## src/rtl/diffeq_seq_host_if.sv

```systemverilog
// Bundle of the command, solver-step and result-stream signals of diffeq_seq_host.
// master = the host itself, slave = the environment (command source, solver core, sample sink).
interface diffeq_seq_host_if #(
    parameter int W = 8
);
    // command channel
    logic         cmd_valid;
    logic         cmd_ready;
    logic [W-1:0] cmd_x0;
    logic [W-1:0] cmd_u0;
    logic [W-1:0] cmd_y0;
    logic [7:0]   cmd_niter;

    // solver step channel
    logic         sol_load;
    logic [W-1:0] sol_x0;
    logic [W-1:0] sol_u0;
    logic [W-1:0] sol_y0;
    logic         sol_req;
    logic         sol_ack;
    logic [W-1:0] sol_x;
    logic [W-1:0] sol_u;
    logic [W-1:0] sol_y;

    // result stream and status
    logic         res_valid;
    logic         res_ready;
    logic [W-1:0] res_x;
    logic [W-1:0] res_u;
    logic [W-1:0] res_y;
    logic         res_last;
    logic         busy;
    logic         err_timeout;

    modport master (
        input  cmd_valid, cmd_x0, cmd_u0, cmd_y0, cmd_niter,
        output cmd_ready,
        output sol_load, sol_x0, sol_u0, sol_y0, sol_req,
        input  sol_ack, sol_x, sol_u, sol_y,
        output res_valid, res_x, res_u, res_y, res_last,
        input  res_ready,
        output busy, err_timeout
    );

    modport slave (
        output cmd_valid, cmd_x0, cmd_u0, cmd_y0, cmd_niter,
        input  cmd_ready,
        input  sol_load, sol_x0, sol_u0, sol_y0, sol_req,
        output sol_ack, sol_x, sol_u, sol_y,
        input  res_valid, res_x, res_u, res_y, res_last,
        output res_ready,
        input  busy, err_timeout
    );
endinterface

```

## src/rtl/diffeq_seq_host.sv

```systemverilog
// Drives the x/u/y solver core step by step for one command and streams each step's
// result out of a show-ahead FIFO; a step is only requested when a FIFO slot is free.
module diffeq_seq_host #(
    parameter int W       = 8,
    parameter int DEPTH   = 8,
    parameter int TIMEOUT = 255
) (
    input logic               clk,
    input logic               rst,
    diffeq_seq_host_if.master bus
);
    localparam int AW = $clog2(DEPTH);
    localparam int TW = $clog2(TIMEOUT + 1);
    localparam int EW = 3 * W + 1;

    typedef enum logic [2:0] {
        S_IDLE,
        S_LOAD,
        S_WAITSPC,
        S_REQ,
        S_DRAIN
    } state_t;

    state_t state_reg, state_next;

    logic [W-1:0]  x0_reg, u0_reg, y0_reg;
    logic [7:0]    niter_reg;
    logic [7:0]    step_reg;
    logic [TW-1:0] tmo_reg;
    logic          busy_reg;
    logic          err_reg;

    // result FIFO: {x, u, y, last} per entry
    logic [EW-1:0] mem [DEPTH];
    logic [AW-1:0] wr_ptr_reg, rd_ptr_reg;
    logic [AW:0]   count_reg;
    logic [EW-1:0] head;

    logic fifo_full, fifo_empty;
    logic push, pop;
    logic cmd_accept;
    logic step_last;
    logic tmo_clr, tmo_inc, tmo_hit;

    assign fifo_full  = (count_reg == (AW + 1)'(DEPTH));
    assign fifo_empty = (count_reg == '0);
    assign pop        = !fifo_empty && bus.res_ready;
    assign step_last  = (step_reg == niter_reg - 8'd1);

    always_ff @(posedge clk or posedge rst) begin
        if (rst) state_reg <= S_IDLE;
        else     state_reg <= state_next;
    end

    always_comb begin
        state_next = state_reg;
        cmd_accept = 1'b0;
        push       = 1'b0;
        tmo_clr    = 1'b0;
        tmo_inc    = 1'b0;
        tmo_hit    = 1'b0;
        case (state_reg)
            S_IDLE: begin
                if (bus.cmd_valid) begin
                    cmd_accept = 1'b1;
                    state_next = (bus.cmd_niter == 8'd0) ? S_DRAIN : S_LOAD;
                end
            end
            S_LOAD: state_next = S_WAITSPC;
            S_WAITSPC: begin
                // never ask for a step unless its result already has a home
                if (!fifo_full) begin
                    tmo_clr    = 1'b1;
                    state_next = S_REQ;
                end
            end
            S_REQ: begin
                if (bus.sol_ack) begin
                    push       = 1'b1;
                    state_next = step_last ? S_DRAIN : S_WAITSPC;
                end else if (tmo_reg == TW'(TIMEOUT - 1)) begin
                    tmo_hit    = 1'b1;
                    state_next = S_DRAIN;
                end else begin
                    tmo_inc = 1'b1;
                end
            end
            S_DRAIN: if (fifo_empty) state_next = S_IDLE;
            default: state_next = S_IDLE;
        endcase
    end

    always_ff @(posedge clk or posedge rst) begin
        if (rst) begin
            x0_reg    <= '0;
            u0_reg    <= '0;
            y0_reg    <= '0;
            niter_reg <= '0;
        end else if (cmd_accept) begin
            x0_reg    <= bus.cmd_x0;
            u0_reg    <= bus.cmd_u0;
            y0_reg    <= bus.cmd_y0;
            niter_reg <= bus.cmd_niter;
        end
    end

    always_ff @(posedge clk or posedge rst) begin
        if (rst)             step_reg <= '0;
        else if (cmd_accept) step_reg <= '0;
        else if (push)       step_reg <= step_reg + 8'd1;
    end

    always_ff @(posedge clk or posedge rst) begin
        if (rst)          tmo_reg <= '0;
        else if (tmo_clr) tmo_reg <= '0;
        else if (tmo_inc) tmo_reg <= tmo_reg + TW'(1);
    end

    // busy is registered so a zero-step command still shows one busy cycle
    always_ff @(posedge clk or posedge rst) begin
        if (rst)                                        busy_reg <= 1'b0;
        else if (cmd_accept)                            busy_reg <= 1'b1;
        else if (state_reg == S_DRAIN && fifo_empty)    busy_reg <= 1'b0;
    end

    always_ff @(posedge clk or posedge rst) begin
        if (rst)             err_reg <= 1'b0;
        else if (cmd_accept) err_reg <= 1'b0;
        else if (tmo_hit)    err_reg <= 1'b1;
    end

    always_ff @(posedge clk) begin
        if (push) mem[wr_ptr_reg] <= {bus.sol_x, bus.sol_u, bus.sol_y, step_last};
    end

    always_ff @(posedge clk or posedge rst) begin
        if (rst) begin
            wr_ptr_reg <= '0;
            rd_ptr_reg <= '0;
            count_reg  <= '0;
        end else begin
            if (push) wr_ptr_reg <= wr_ptr_reg + AW'(1);
            if (pop)  rd_ptr_reg <= rd_ptr_reg + AW'(1);
            case ({push, pop})
                2'b10:   count_reg <= count_reg + (AW + 1)'(1);
                2'b01:   count_reg <= count_reg - (AW + 1)'(1);
                default: count_reg <= count_reg;
            endcase
        end
    end

    // head is masked so stale storage never shows while the FIFO is empty
    assign head = fifo_empty ? '0 : mem[rd_ptr_reg];

    assign bus.cmd_ready   = (state_reg == S_IDLE);
    assign bus.sol_load    = (state_reg == S_LOAD);
    assign bus.sol_req     = (state_reg == S_REQ);
    assign bus.sol_x0      = x0_reg;
    assign bus.sol_u0      = u0_reg;
    assign bus.sol_y0      = y0_reg;
    assign bus.res_valid   = !fifo_empty;
    assign bus.res_x       = head[EW-1 -: W];
    assign bus.res_u       = head[2*W -: W];
    assign bus.res_y       = head[W -: W];
    assign bus.res_last    = head[0];
    assign bus.busy        = busy_reg;
    assign bus.err_timeout = err_reg;

    a_no_push_when_full: assert property (@(posedge clk) disable iff (rst) push |-> !fifo_full);
endmodule

```

## src/flat_wrapper.sv

```systemverilog
// flat-port wrapper written by rule: the top's interface ports become plain ports
module diffeq_seq_host_flat 
#(
    parameter int W       = 8,
    parameter int DEPTH   = 8,
    parameter int TIMEOUT = 255
)
  (clk, rst, bus_cmd_valid, bus_cmd_x0, bus_cmd_u0, bus_cmd_y0, bus_cmd_niter, bus_cmd_ready, bus_sol_load, bus_sol_x0, bus_sol_u0, bus_sol_y0, bus_sol_req, bus_sol_ack, bus_sol_x, bus_sol_u, bus_sol_y, bus_res_valid, bus_res_x, bus_res_u, bus_res_y, bus_res_last, bus_res_ready, bus_busy, bus_err_timeout);
  diffeq_seq_host_if #(.W(W)) bus_i ();
  input logic clk;
  input logic rst;
  input wire logic [$bits(bus_i.cmd_valid)-1:0] bus_cmd_valid;
  input wire logic [$bits(bus_i.cmd_x0)-1:0] bus_cmd_x0;
  input wire logic [$bits(bus_i.cmd_u0)-1:0] bus_cmd_u0;
  input wire logic [$bits(bus_i.cmd_y0)-1:0] bus_cmd_y0;
  input wire logic [$bits(bus_i.cmd_niter)-1:0] bus_cmd_niter;
  output wire logic [$bits(bus_i.cmd_ready)-1:0] bus_cmd_ready;
  output wire logic [$bits(bus_i.sol_load)-1:0] bus_sol_load;
  output wire logic [$bits(bus_i.sol_x0)-1:0] bus_sol_x0;
  output wire logic [$bits(bus_i.sol_u0)-1:0] bus_sol_u0;
  output wire logic [$bits(bus_i.sol_y0)-1:0] bus_sol_y0;
  output wire logic [$bits(bus_i.sol_req)-1:0] bus_sol_req;
  input wire logic [$bits(bus_i.sol_ack)-1:0] bus_sol_ack;
  input wire logic [$bits(bus_i.sol_x)-1:0] bus_sol_x;
  input wire logic [$bits(bus_i.sol_u)-1:0] bus_sol_u;
  input wire logic [$bits(bus_i.sol_y)-1:0] bus_sol_y;
  output wire logic [$bits(bus_i.res_valid)-1:0] bus_res_valid;
  output wire logic [$bits(bus_i.res_x)-1:0] bus_res_x;
  output wire logic [$bits(bus_i.res_u)-1:0] bus_res_u;
  output wire logic [$bits(bus_i.res_y)-1:0] bus_res_y;
  output wire logic [$bits(bus_i.res_last)-1:0] bus_res_last;
  input wire logic [$bits(bus_i.res_ready)-1:0] bus_res_ready;
  output wire logic [$bits(bus_i.busy)-1:0] bus_busy;
  output wire logic [$bits(bus_i.err_timeout)-1:0] bus_err_timeout;
  assign bus_i.cmd_valid = bus_cmd_valid;
  assign bus_i.cmd_x0 = bus_cmd_x0;
  assign bus_i.cmd_u0 = bus_cmd_u0;
  assign bus_i.cmd_y0 = bus_cmd_y0;
  assign bus_i.cmd_niter = bus_cmd_niter;
  assign bus_cmd_ready = bus_i.cmd_ready;
  assign bus_sol_load = bus_i.sol_load;
  assign bus_sol_x0 = bus_i.sol_x0;
  assign bus_sol_u0 = bus_i.sol_u0;
  assign bus_sol_y0 = bus_i.sol_y0;
  assign bus_sol_req = bus_i.sol_req;
  assign bus_i.sol_ack = bus_sol_ack;
  assign bus_i.sol_x = bus_sol_x;
  assign bus_i.sol_u = bus_sol_u;
  assign bus_i.sol_y = bus_sol_y;
  assign bus_res_valid = bus_i.res_valid;
  assign bus_res_x = bus_i.res_x;
  assign bus_res_u = bus_i.res_u;
  assign bus_res_y = bus_i.res_y;
  assign bus_res_last = bus_i.res_last;
  assign bus_i.res_ready = bus_res_ready;
  assign bus_busy = bus_i.busy;
  assign bus_err_timeout = bus_i.err_timeout;
  diffeq_seq_host #(.W(W), .DEPTH(DEPTH), .TIMEOUT(TIMEOUT)) u_core (.clk(clk), .rst(rst), .bus(bus_i));
endmodule
```

## config.mk

```make
export PLATFORM = sky130hd
export DESIGN_NAME = diffeq_seq_host_flat
export DESIGN_NICKNAME = d
export VERILOG_FILES = /design/src/rtl/diffeq_seq_host_if.sv /design/src/rtl/diffeq_seq_host.sv /design/src/flat_wrapper.sv
export SDC_FILE = /design/constraint.sdc
export NUM_CORES = 1
export LEC_CHECK = 0
export CORE_AREA = 2 2 142 144
export CTS_CLUSTER_SIZE = 24
export DETAILED_ROUTE_END_ITERATION = 8
export DIE_AREA = 0 0 144 146
export GPL_ROUTABILITY_DRIVEN = 1
export HOLD_SLACK_MARGIN = 0.03
export PLACE_DENSITY = 0.74
export SETUP_SLACK_MARGIN = 0.05
export SLEW_MARGIN = 25
export SYNTH_ARGS = -nofsm -noshare
export SYNTH_HDL_FRONTEND = slang
export SYNTH_SLANG_ARGS = --single-unit
```

## constraint.sdc

```tcl
create_clock -name clk -period 5 [get_ports clk]
set_clock_uncertainty 0.1 [all_clocks]
set_input_delay 0.75 -clock clk [delete_from_list [all_inputs] [get_ports clk]]
set_output_delay 0.75 -clock clk [all_outputs]
set_load 0.03 [all_outputs]
```

* Yosys cells after proc, flatten, opt, wreduce, memory -nomap -nowiden
Memories as Yosys holds them, arrays and structs flattened.
Index checks and enable logic that the tools add are counted.
** Storage, ports and cells
- Bits in registers :: 63
- Bits in writable memories :: 200
- Input port bits :: 61
- Output and inout port bits :: 55
- Word-level logic and storage cells :: 77
- Memories kept :: 1
** Memory list
- u_core.mem :: words 8, bits a word 25, rd ports 1, clocked after Yosys merged registers in 0, wr ports 1, RTL line diffeq_seq_host.sv:34 : logic [EW-1:0] mem [DEPTH];
** Cells by class
- Add/sub/neg operators :: 7
- Equality and inequality tests :: 13
- Muxes and demuxes :: 32
- Reductions and logical operators :: 12
** Operator list (count)
- $mux W8 :: 4
- $mux W25 :: 1
- $mux W3 :: 7
- $mux W1 :: 18
- $add A8 B1 Y8 const B :: 2
- $pmux W3 S5 :: 1
- $reduce_bool A2 Y1 :: 5
- $eq A8 B8 Y1 :: 1
- $eq A8 B8 Y1 const B :: 1
- $logic_not A8 Y1 :: 1
- $pmux W4 S2 :: 1
- $sub A8 B1 Y8 const B :: 1
- $add A3 B1 Y3 const B :: 2
- $eq A3 B2 Y1 const B :: 2
- $add A4 B1 Y4 const B :: 1
- $eq A4 B4 Y1 const B :: 1
- $logic_not A4 Y1 :: 1
- $ne A2 B2 Y1 const B :: 2
- $reduce_and A4 Y1 :: 1
- $sub A4 B1 Y4 const B :: 1
- $eq A3 B1 Y1 const B :: 1
- $eq A3 B3 Y1 const B :: 1
- $logic_not A3 Y1 :: 1
- $ne A3 B1 Y1 const B :: 1
- 5 further kinds :: 6

* Depth between registers and ports, before layout
Gate-level depths: netlist of the first run.
- Depth in word-level cells :: 6
- Mapped depth :: 11
- Gate-level depth less buffers :: 10

* Worst setup path before layout of the first run
No wires, ideal clock.
- Path type :: input to register
- Start point :: in bus_sol_ack
- End point :: mem u_core.mem[0][0] in the netlist's numbering, enable pin
- Library setup time :: 0.470 ns
- Arrival :: 3.806 ns
- Data required time :: 4.430 ns
- Slack :: 0.624 ns
- Stages :: 4
- Buffers on the path :: 1
- Path through :: and4b_1 > clkbuf_1 > inv_2 > nor4_1
** Between the ends
- Cells in the longest elaborated chain, start to end :: 4
** RTL lines
- from (decl) :: RTL line flat_wrapper.sv:23 : input wire logic [$bits(bus_i.sol_ack)-1:0] bus_sol_ack;
- $mux W1 :: RTL line diffeq_seq_host.sv:78 : if (bus.sol_ack) begin
- $mux W1 :: RTL line diffeq_seq_host.sv:62 : case (state_reg)
- $mux W1 :: RTL line diffeq_seq_host.sv:133 : if (push) mem[wr_ptr_reg] <= {bus.sol_x, bus.sol_u, bus.sol_y, step_last};
- $mux W1 (implied by the code) :: RTL line diffeq_seq_host.sv:133
- to (decl) :: RTL line diffeq_seq_host.sv:34
Every way passes these cells.

* Worst setup path after layout of the first run
- Start point :: reg u_core.rd_ptr_reg[1]
- End point :: out bus_res_u[5]
** Between the ends
- Cells in the longest elaborated chain, start to end :: 2
** RTL lines
- from (decl) :: RTL line diffeq_seq_host.sv:35 : logic [AW-1:0] wr_ptr_reg, rd_ptr_reg;
- from (signal assigned) :: RTL line diffeq_seq_host.sv:143 : if (pop) rd_ptr_reg <= rd_ptr_reg + AW'(1);
- $mem_v2 Z8 W25
- $mux W25 :: RTL line diffeq_seq_host.sv:153 : assign head = fifo_empty ? '0 : mem[rd_ptr_reg];
- to (decl) :: RTL line flat_wrapper.sv:29 : output wire logic [$bits(bus_i.res_u)-1:0] bus_res_u;
Every way passes these cells.

==> metrics, run 1 <==
drt first pass iters=5; Slew Limit Fails=0; EDFF count, synth=200; HP Start=u_core.bus.sol_u0[6]; HPWL Detailed=between 10 and 15 mm; drt total wl=20.6 mm; DR vias/cell=about 5.7; max reg flops=200; DRC violations left=0; CTS tree=done; Mapped Cells=~600; synth warn=0; Die ar.=21000 um^2; gr ovfl total=0; final worst-path cycle share=0.790; Synth Area in Compound Gates=0.0218; maximum root-to-sink buffer count=3; I/O Pins=~120; Post-Synth Adder-Cell Area=0.0124; CP required=slightly above 4 ns; final net count=804; worst-path cell chain=buf_4 -> mux4_2 -> mux2i_1 -> nor2_1 -> clkdlybuf4s50_1; Area Overhead vs Synth=22.6%; Gates resized, CTS repair=0; CTS H-tree lvls=1; synthesized area=around 11000 um^2; main combinational cell family by area after synthesis=multiplexers; ys flop type=edfxtp_1; CP bufs+invs=2; Worst VDD drop=roughly 400 uV; synth cell count leaders=edfxtp_1 (200), dfrtp_1 (63), nor2_1 (55), mux4_2 (50), mux2_1 (31); clk sinks=roughly 260; gpl congestion=0.797; leakage power=4.67 nW; Post-Place Cell Area=12200 um^2; Avg Cell Area, Syn=17.7 um^2; Syn Nets=678; Filler Cell Count=around 1.3k; Startpoint Class=flop; Post-CTS Setup Inserts=0; CTS buffer count=26; Critical Path End Type=output pin; share of cells above drive strength 1=0.163; Rel. slew slack=0.331; R2R cell count=9; global-route wire length before repair=32.8 mm; synth top area cells=edfxtp_1 (56%), dfrtp_1 (15%), mux4_2 (10%); WHS Endpoint=u_core.bus.sol_u0[6]; DR vias=between 5k and 6k; Critical R2R Capture=u_core.count_reg[3]; Ant. Diodes=0; Post-Synth XOR/XNOR Area=0.0253; die height=around 150 um; # setup viols final=0; Async S/R FF share, synth=0.240; CTS clk-pin slew, worst paths=approximately 0.060 ns; core area=about 19000 um^2; Iteration-0 DRC Markers=between 400 and 500; All-Layer GR Usage=0.201; max cap viols=0; Seq/Total Area, Yosys=0.707; Fin Setup TNS=0 ns; vias in the first global route=between 6k and 7k; post-route ant nets=0; Skew-Pair Late Insertion Delay=0.53 ns; CTS Hold Bufs=0; reg-to-reg startpoint=u_core.state_reg[2]; Crit-path slowest cell=dfrtp_2; final hold slack=between 0.3 and 0.4 ns; Root Driver=clkbuf_16; initial antenna violation count=0; min Tclk post-route=about 4.0 ns; largest stage delay on the critical path=~1 ns; Yosys top cell area share=0.560; Slew @ Worst Pin=about 1.0 ns; top-count cell post-synth=edfxtp_1; status=finished clean; CP Max Fanout=40; Simple-Gate Fraction of Synth Area=0.0553; Critical Path AT=~3.1 ns; Die Width=144 um; count of different cell masters after synthesis=49; largest net degree at the start of global routing=64; cell taking the most area after synthesis=edfxtp_1; family with the most delay on the worst path=flip-flops; initial core utilization=0.555; RSZ-0062 raised after global routing=false; #FFs+latches synth=~260; setup slack, reg-to-reg=~2.2 ns; Max Fclk=around 0.25 GHz; pwr/cell area=around 600 nW/um^2; mux share of post-synthesis cell area=0.162; kind of critical path=flop to output pin; hold depth=1; Fin. Hold Viols=0; row count=just over 50; Top reg by flops=u_core.mem; Final Cell Area=13200 um^2; Port Buf Inserts=between 100 and 150; Hold Crit Class=flop to flop; Routed WL per cell=20.3 um
## layout by cell type (no fill, tap or decap), drive strengths merged, types with 4 or more instances in the layout
master           n
edfxtp         200
clkdlybuf4s50  115
dfrtp           63
nor2            55
mux4            50
mux2            31
clkbuf          31
mux2i           26
nand2           22
xor2            16
xnor2           15
buf             13
inv             11
ha               9
clkinv           9
nand4            8
nor3             8
o21ai            7
a21oi            6
bufinv           6
nor4             6
nand3            5
nand2b           4
o21a             4
and3             4
a211oi           4
## power by group
part	leakage [nW]	internal, mW	switching, mW
clock network	0.448	1.28	0.788
logic	1.64	1.37	1.49
registers	2.58	2.67	0.383
total	4.67	5.32	2.66
## per-layer routing
metal	vias to the layer above	routed length [um]	global-route usage
met5	-	0	0
met4	0	378	0.0490
met3	33	1260	0.0313
met2	204	10400	0.346
met1	2965	8600	0.272
li1	2606	-	-
## how the worst max path moves through the flow
stage                               from  slack (ns)  cells past startpoint                  end
floorplan                    bus_sol_ack        0.62                      4     u_core.mem[0][0]
global placement    u_core.rd_ptr_reg[0]        1.50                      4         bus_res_x[6]
detailed placement           bus_sol_ack        1.47                     10  u_core.count_reg[3]
CTS                 u_core.rd_ptr_reg[0]        0.91                      4         bus_res_u[1]
global route        u_core.rd_ptr_reg[1]        0.90                      5         bus_res_u[5]
finish              u_core.rd_ptr_reg[1]        1.05                      5         bus_res_u[5]
## worst register-to-register path, cell delays in order, from the launching register on
cell and delay [ns]:
dfrtp_1 0.50, and4b_1 0.60, inv_2 0.20, ha_1 0.28
ha_1 0.30, a21o_1 0.17, a21oi_1 0.22, xnor2_1 0.15
nor2_1 0.07, xor2_1 0.14
## cell families (layout without fill, tap and decap cells)
logic type / after synthesis / count (layout)
muxes: 107 / 107
AOI/OAI and AO/OA: 33 / 33
DFF: 263 / 263
and+or+nand+nor: 122 / 122
xor gates and xnor gates: 31 / 31
buffers and inverters: 41 / 187
adders and majority gates: 10 / 10
## metrics by stage
step | worst slack, ns | cells | total power [mW] | util
after floorplan | 0.624 | 607 | 4.93 | -
after global placement | 1.50 | 969 | 5.85 | 0.631
after detailed placement | 1.47 | 969 | 5.94 | 0.631
after CTS | 0.912 | 1017 | 8.02 | 0.679
after global routing | 0.902 | 1018 | 8.36 | 0.680
final | 1.05 | 1018 | 7.98 | 0.680
## final cells by class
type                            count  area, um^2  share of cell area
Clock buffer                       31         679              0.0516
Clock inverter                     17         245              0.0186
Inverter                           11        41.3             0.00314
Multi-Input combinational cell    303        3000               0.228
Sequential cell                   263        7590               0.577
Tap cell                          265         332              0.0252
Timing Repair Buffer              128        1270              0.0964
(Power assumes the default switching activity.)
==> inputs of run 2 (changes only) <==
==> constraint.sdc (replaced) <==
create_clock -name clk -period 3.75 [get_ports clk]
set_clock_uncertainty 0.1 [all_clocks]
set_input_delay 0.5625 -clock clk [delete_from_list [all_inputs] [get_ports clk]]
set_output_delay 0.5625 -clock clk [all_outputs]
set_load 0.03 [all_outputs]
==> metrics, run 2 (synthesis gave the netlist of run 1 again) <==
Top reg by flops=u_core.mem; NetSw=3.50 mW (+31%); initial antenna violation count=1 (+1); pwr/cell area=789 nW/um^2 (+30%); internal power=6.88 mW (+29%); HPWL Detailed=12.6 mm (+4.8%); Switching Share=0.337 (+0.00371); die height=146 um (unchanged); global-route wire length before repair=33.0 mm (+0.63%); RSZ-0062 raised after global routing=false; Max Fclk=0.296 GHz; Slew @ Worst Pin=0.941 ns (-0.0634 ns); DR vias=5762 (-0.79%); CP Max Fanout=14 (-65%); Port Buf Inserts=115 (unchanged); All-Layer GR Usage=0.201 (about the same); max reg flops=200 (unchanged); largest net degree at the start of global routing=44 (-31%); power consumption=10.4 mW (+30%); I/O Pins=116 (unchanged); # setup viols final=0 (unchanged); Fin. Hold Viols=0 (unchanged); max cap viols=0 (unchanged); CTS H-tree lvls=1 (unchanged); most frequent cells in the layout=edfxtp_1 (200), clkdlybuf4s50_1 (115), dfrtp_1 (61); kind of critical path=flop to output pin; DRC violations left=0 (unchanged); gpl congestion=0.858 (+7.7%); row count=51 (unchanged); drt total wl=20.5 mm (-0.43%); post-placement cell count=976 (+0.72%); maximum root-to-sink buffer count=3 (unchanged); min setup slack post-route=0.372 ns (-0.676 ns); CTS clk-pin slew, worst paths=0.06 ns (about the same); CP required=3.09 ns (-1.06 ns); CTS buffer count=26 (unchanged); Flop pwr share=0.382 (about the same); Gates resized, CTS repair=0 (unchanged); Slew Limit Fails=0 (unchanged); Worst VDD drop=590 uV (+44%); Routed WL per cell=20.0 um (-1.4%); Root Driver=clkbuf_16; leakage power=4.67 nW (+0.12%); Startpoint Class=flop; Skew-Pair Late Insertion Delay=0.51 ns (-0.02 ns); Die ar.=21000 um^2 (unchanged); Post-Place Cell Area=12300 um^2 (+0.81%); min Tclk post-route=around 3.4 ns; Fin Setup TNS=0 ns (unchanged); Clk pwr share=0.236 (-0.023); status=finished clean; dpl ws=0.695 ns (-0.773 ns); post-route ant nets=0 (unchanged); commonest non-fill, non-tap cell in the layout=edfxtp_1; drt first pass iters=4 (-1); combinational fraction of design power=0.382 (+0.023); Hold Crit Class=flop to flop; clk sinks=263 (unchanged); Critical Path AT=2.72 ns (-0.38 ns); final worst-path cycle share=0.901; Die Width=144 um (unchanged); share of cells above drive strength 1=0.168 (+0.00463); initial core utilization=0.555 (unchanged); CTS tree=done; vias in the first global route=6171 (-0.60%); Area Overhead vs Synth=22.5% (about the same); Rel. slew slack=0.373 (+0.0423); gr ovfl total=0 (unchanged); final net count=813 (+1.1%); Critical Path End Type=output pin; Iteration-0 DRC Markers=324 (-23%); DR vias/cell=5.61 (-1.8%); final cell count without fillers=1028 (+0.98%); core area=19300 um^2 (unchanged); Final Cell Area=13100 um^2 (about the same)
==> run 2: cell count changes in the layout (fill, tap and decap cells not counted), sizes merged <==
cell      previous run  this run
clkbuf              31        45
diode                0         1
buf                 13        22
bufinv               6         0
clkinvlp             2         0
clkinv               9         3
==> run 2: worst paths after layout <==
path	from	end	slack (ns)	depth (start not counted)
max in group asynchronous	rst	u_core.tmo_reg[5]	2.41	3
worst min register to register	u_core.bus.sol_x0[0]	u_core.bus.sol_x0[0]	0.38	1
worst max register to register	u_core.count_reg[0]	u_core.count_reg[3]	1.02	10
worst min-delay path	u_core.bus.sol_x0[0]	u_core.bus.sol_x0[0]	0.38	1
worst max-delay path	u_core.rd_ptr_reg[0]	bus_res_x[1]	0.37	5
min in group asynchronous	rst	u_core.bus.sol_y0[1]	0.45	2
==> run 2: cell type report <==
cell class	instances	area, um^2
flip-flops and latches	263	7590
repair buffers	137	1350
inverters	11	41.3
multi-input cells	303	3010
clock inverters	3	13.8
fillers	1287	6190
well taps	265	332
diodes	1	2.50
clock buffers	45	805
==> run 2: stage by stage <==
| step | hold slack [ns] | utilization |
|---|---|---|
| 6_report | 0.384 | 0.680 |
| 5_1_grt | 0.406 | 0.680 |
| 4_1_cts | 0.390 | 0.679 |
| 3_5_place_dp | 0.375 | 0.636 |
| 3_3_place_gp | 0.368 | 0.636 |
| 2_1_floorplan | 0.378 | - |
==> run 2: worst max-delay path: stages (launching register included) <==
cell and delay, ns:
dfrtp_4 0.47, buf_4 0.29, mux4_2 0.53, mux2i_1 0.22, nor2_1 0.08, clkdlybuf4s50_1 0.61
==> run 2: power by group through the flow <==
stage          combinational [mW]  clock (mW)  sequential, mW
5_1_grt                      4.27        2.62            4.02
3_3_place_gp                 3.85           0            4.02
4_1_cts                      3.95        2.49            4.01
6_report                     3.97        2.44            3.96
3_5_place_dp                 3.93           0            4.06
2_1_floorplan                2.48           0            4.09
==> run 2: repair_timing <==
action                     in CTS  in global routing
hold buffers                    0                  0
buffers inserted                0                  3
hold endpoints to repair        0                  0
setup endpoints to repair       0                  4
==> run 2: routing by layer <==
metal  wire, um  GRT usage  up-vias
met5          0          0        -
met4        280     0.0417        0
met3       1200     0.0349       22
met2      10400      0.345      182
met1       8650      0.273     2949
li1           -          -     2609
==> patch, RTL diff (flow settings as in run 1) <==
One comparison of `count_reg` changes from == to >=.
--- a/src/rtl/diffeq_seq_host.sv
+++ b/src/rtl/diffeq_seq_host.sv
@@ -42,7 +42,7 @@
     logic step_last;
     logic tmo_clr, tmo_inc, tmo_hit;
 
-    assign fifo_full  = (count_reg == (AW + 1)'(DEPTH));
+    assign fifo_full  = (count_reg >= (AW + 1)'(DEPTH));
     assign fifo_empty = (count_reg == '0);
     assign pop        = !fifo_empty && bus.res_ready;
     assign step_last  = (step_reg == niter_reg - 8'd1);
Formal check against the unedited RTL: no difference found for any inputs over 4 cycles, from zero or initial values and one cycle with rst high; that may be too few to reach the edited logic, so the function may still have changed.
==> patch against run 1 <==
Critical path depth unchanged. Largest power group unchanged. Highest routed layer unchanged. Synthesized cell count is 0.82% lower. Hold slack improved by 0.0096 ns. Sequential cell count unchanged. Total power decreased by 0.28%. Final area shrank 0.40%. Routed wire length is 2.4% higher. Worst setup slack got worse by 0.050 ns. Critical endpoint is now bus_res_x[2]. Area after synthesis about the same. Core utilization down 0.27 points.
==> patch: results (changes against run 1) <==
The largest fanout on the critical path was 38 (was 40); the cell area reported after detailed placement was 0.01225 mm2 (was 0.01220 mm2). For the worst-skew pair, the clock arrives at the later sink with an insertion delay of 0.52 ns. Ranking of synthesized cells by area: sky130_fd_sc_hd__edfxtp_1, sky130_fd_sc_hd__dfrtp_1, sky130_fd_sc_hd__mux4_2 (unchanged). The global placement routability congestion was 0.8219 (was 0.7972); the maximum buffer depth of the clock tree was 3 (unchanged). The pin slew with the least headroom to its limit works out to 0.8869 ns (was 1.004 ns). Master cell of the clock root buffer: sky130_fd_sc_hd__clkbuf_16 (unchanged).

The fraction of the yosys area taken by sequential cells was 70.68% (was 70.66%); the number of setup buffers added after CTS was 0 (unchanged). The number of buffer cells added on primary ports came out at 115 (unchanged). The run gives 6255 (was 6208) as the via count of the first global-routing pass. The routed wirelength normalized by instance count came out at 20.78 um (was 20.25 um).

The tools report the overall overflow remaining after global route as 0 (unchanged). The initial DRC count is 382 (was 422). The run gives 673 (was 678) as the net count after synthesis.

The slowest library cell on the worst path was sky130_fd_sc_hd__dfrtp_4 (was sky130_fd_sc_hd__dfrtp_2). The tools report the deepest level of the CTS H-tree as 1 (unchanged). The tools report the clock buffer count from CTS as 27 (was 26). The net total in the final layout was 802 (was 804). The first-pass GRT wire length is 33.57 mm (was 32.81 mm), and the via density per instance is 5.680 (was 5.705). The logs give 4 (was 5) for the first-pass detailed-route iteration total and 20.54% (was 20.12%) for the global routing usage summed across all routing layers.

The element type at the critical path start is a flip-flop (unchanged). The origin of the worst setup path was u_core.rd_ptr_reg[0] (was u_core.rd_ptr_reg[1]). The run gives 12.93 mm (was 12.06 mm) as the detailed placement HPWL. Register with the most flip-flops: u_core.mem (unchanged). The leakage power figure was 0.004665 uW (was 0.004667 uW). In this run the register-to-register setup slack is 2.14 ns. Share of cells above drive strength 1: 19.71% (was 16.33%). Most frequent cells after synthesis: sky130_fd_sc_hd__edfxtp_1, sky130_fd_sc_hd__dfrtp_1, sky130_fd_sc_hd__nor2_1, sky130_fd_sc_hd__mux4_2, sky130_fd_sc_hd__mux2_2 (was sky130_fd_sc_hd__edfxtp_1, sky130_fd_sc_hd__dfrtp_1, sky130_fd_sc_hd__nor2_1, sky130_fd_sc_hd__mux4_2, sky130_fd_sc_hd__mux2_1). The worst setup timing slack at the placement stage is 1.480 ns (was 1.468 ns), and the maximum number of pins on one net before global-route repair is 42 (was 64). The worst-case vdd ir drop is 0.0004152 V (was 0.0004104 V), and the biggest cell delay along the critical path is 0.92 ns (was 1.01 ns).

The ratio of final minimum period to clock period works out to 80.03% (was 79.03%). The tools report the count of inserted antenna diode cells as 0 (unchanged). The class of the worst hold path is reg -> reg (unchanged). The tools report the endpoint of the worst setup timing path as bus_res_x[2] (was bus_res_u[5]).

The tools report the reg-to-reg critical path startpoint as u_core.state_reg[2] (unchanged). The run gives 55 (was 49) as the distinct cell type count of the synthesized netlist. The run finished with clean final reports. The number of enable flip-flop cells after synthesis was 200 (unchanged).
patch: cell count changes after synthesis, sizes merged, moves of 3 or more:
cell   delta
xnor2     -3
o21a      -3
nand3     -3
xor2      +3
buf       +4
patch: kinds of logic (layout without fill, tap and decap cells):
group,count (synthesis),in the layout,share of synthesized area [%]
XOR/XNOR,31,31,2.531
AND/OR/NAND/NOR,119,119,5.528
buffers and inverters,41,190,1.691
adder cells (fa/ha/maj),10,10,1.236
AO/OA/AOI/OAI,31,31,2.158
flip-flops,263,263,70.68
multiplexers,107,107,16.18
patch: critical path: cells and delay by family, from the launching register on:
kind	cells	cell delay (ns)
multiplexers	2	0.67
buffers and inverters	2	0.96
flip-flops	1	0.92
AND/OR/NAND/NOR	1	0.07
patch: final cells by class:
cell class / instances / area [um2]
Sequential cell: 263 / 7587
Clock inverter: 18 / 165.2
Inverter: 11 / 41.29
Tap cell: 265 / 331.6
Timing Repair Buffer: 130 / 1289
Clock buffer: 31 / 690.7
Multi-Input combinational cell: 298 / 2998
Fill cell: 1280 / 6232
patch: where the power goes:
| group | leakage [uW] | switching (uW) | internal (uW) |
|---|---|---|---|
| Combinational | 0.00167 | 1500 | 1390 |
| Clock | 0.000415 | 802 | 1140 |
| Sequential | 0.00259 | 418 | 2710 |
| Total | 0.00467 | 2720 | 5240 |
patch: through the flow:
step | total power, uW | hold slack, ns | util, % | instances
finish | 7960 | 0.4002 | 67.77 | 1016
global route | 8339 | 0.4267 | 67.77 | 1016
CTS | 8037 | 0.4045 | 67.77 | 1016
detailed placement | 6077 | 0.3815 | 63.34 | 967
global placement | 5963 | 0.3702 | 63.34 | 967
floorplan | 5010 | 0.3785 | - | 602
patch: how the worst min path moves through the flow:
stage | from | to | slack [ns] | cells after the start
final | u_core.bus.sol_u0[0] | u_core.bus.sol_u0[0] | 0.40 | 1
after global placement | u_core.bus.sol_u0[0] | u_core.bus.sol_u0[0] | 0.37 | 1
after floorplan | u_core.niter_reg[7] | u_core.niter_reg[7] | 0.38 | 1
after CTS | u_core.bus.sol_u0[0] | u_core.bus.sol_u0[0] | 0.40 | 1
after global routing | u_core.bus.sol_u0[0] | u_core.bus.sol_u0[0] | 0.43 | 1
after detailed placement | u_core.bus.sol_u0[0] | u_core.bus.sol_u0[0] | 0.38 | 1
patch: metal layers:
layer / vias up / GRT usage [%] / wire, um
met5: - / 0 / 0
met4: 0 / 4.069 / 350
met3: 31 / 3.982 / 1410
met2: 198 / 36.00 / 10770
met1: 2959 / 26.95 / 8581
li1: 2583 / - / -
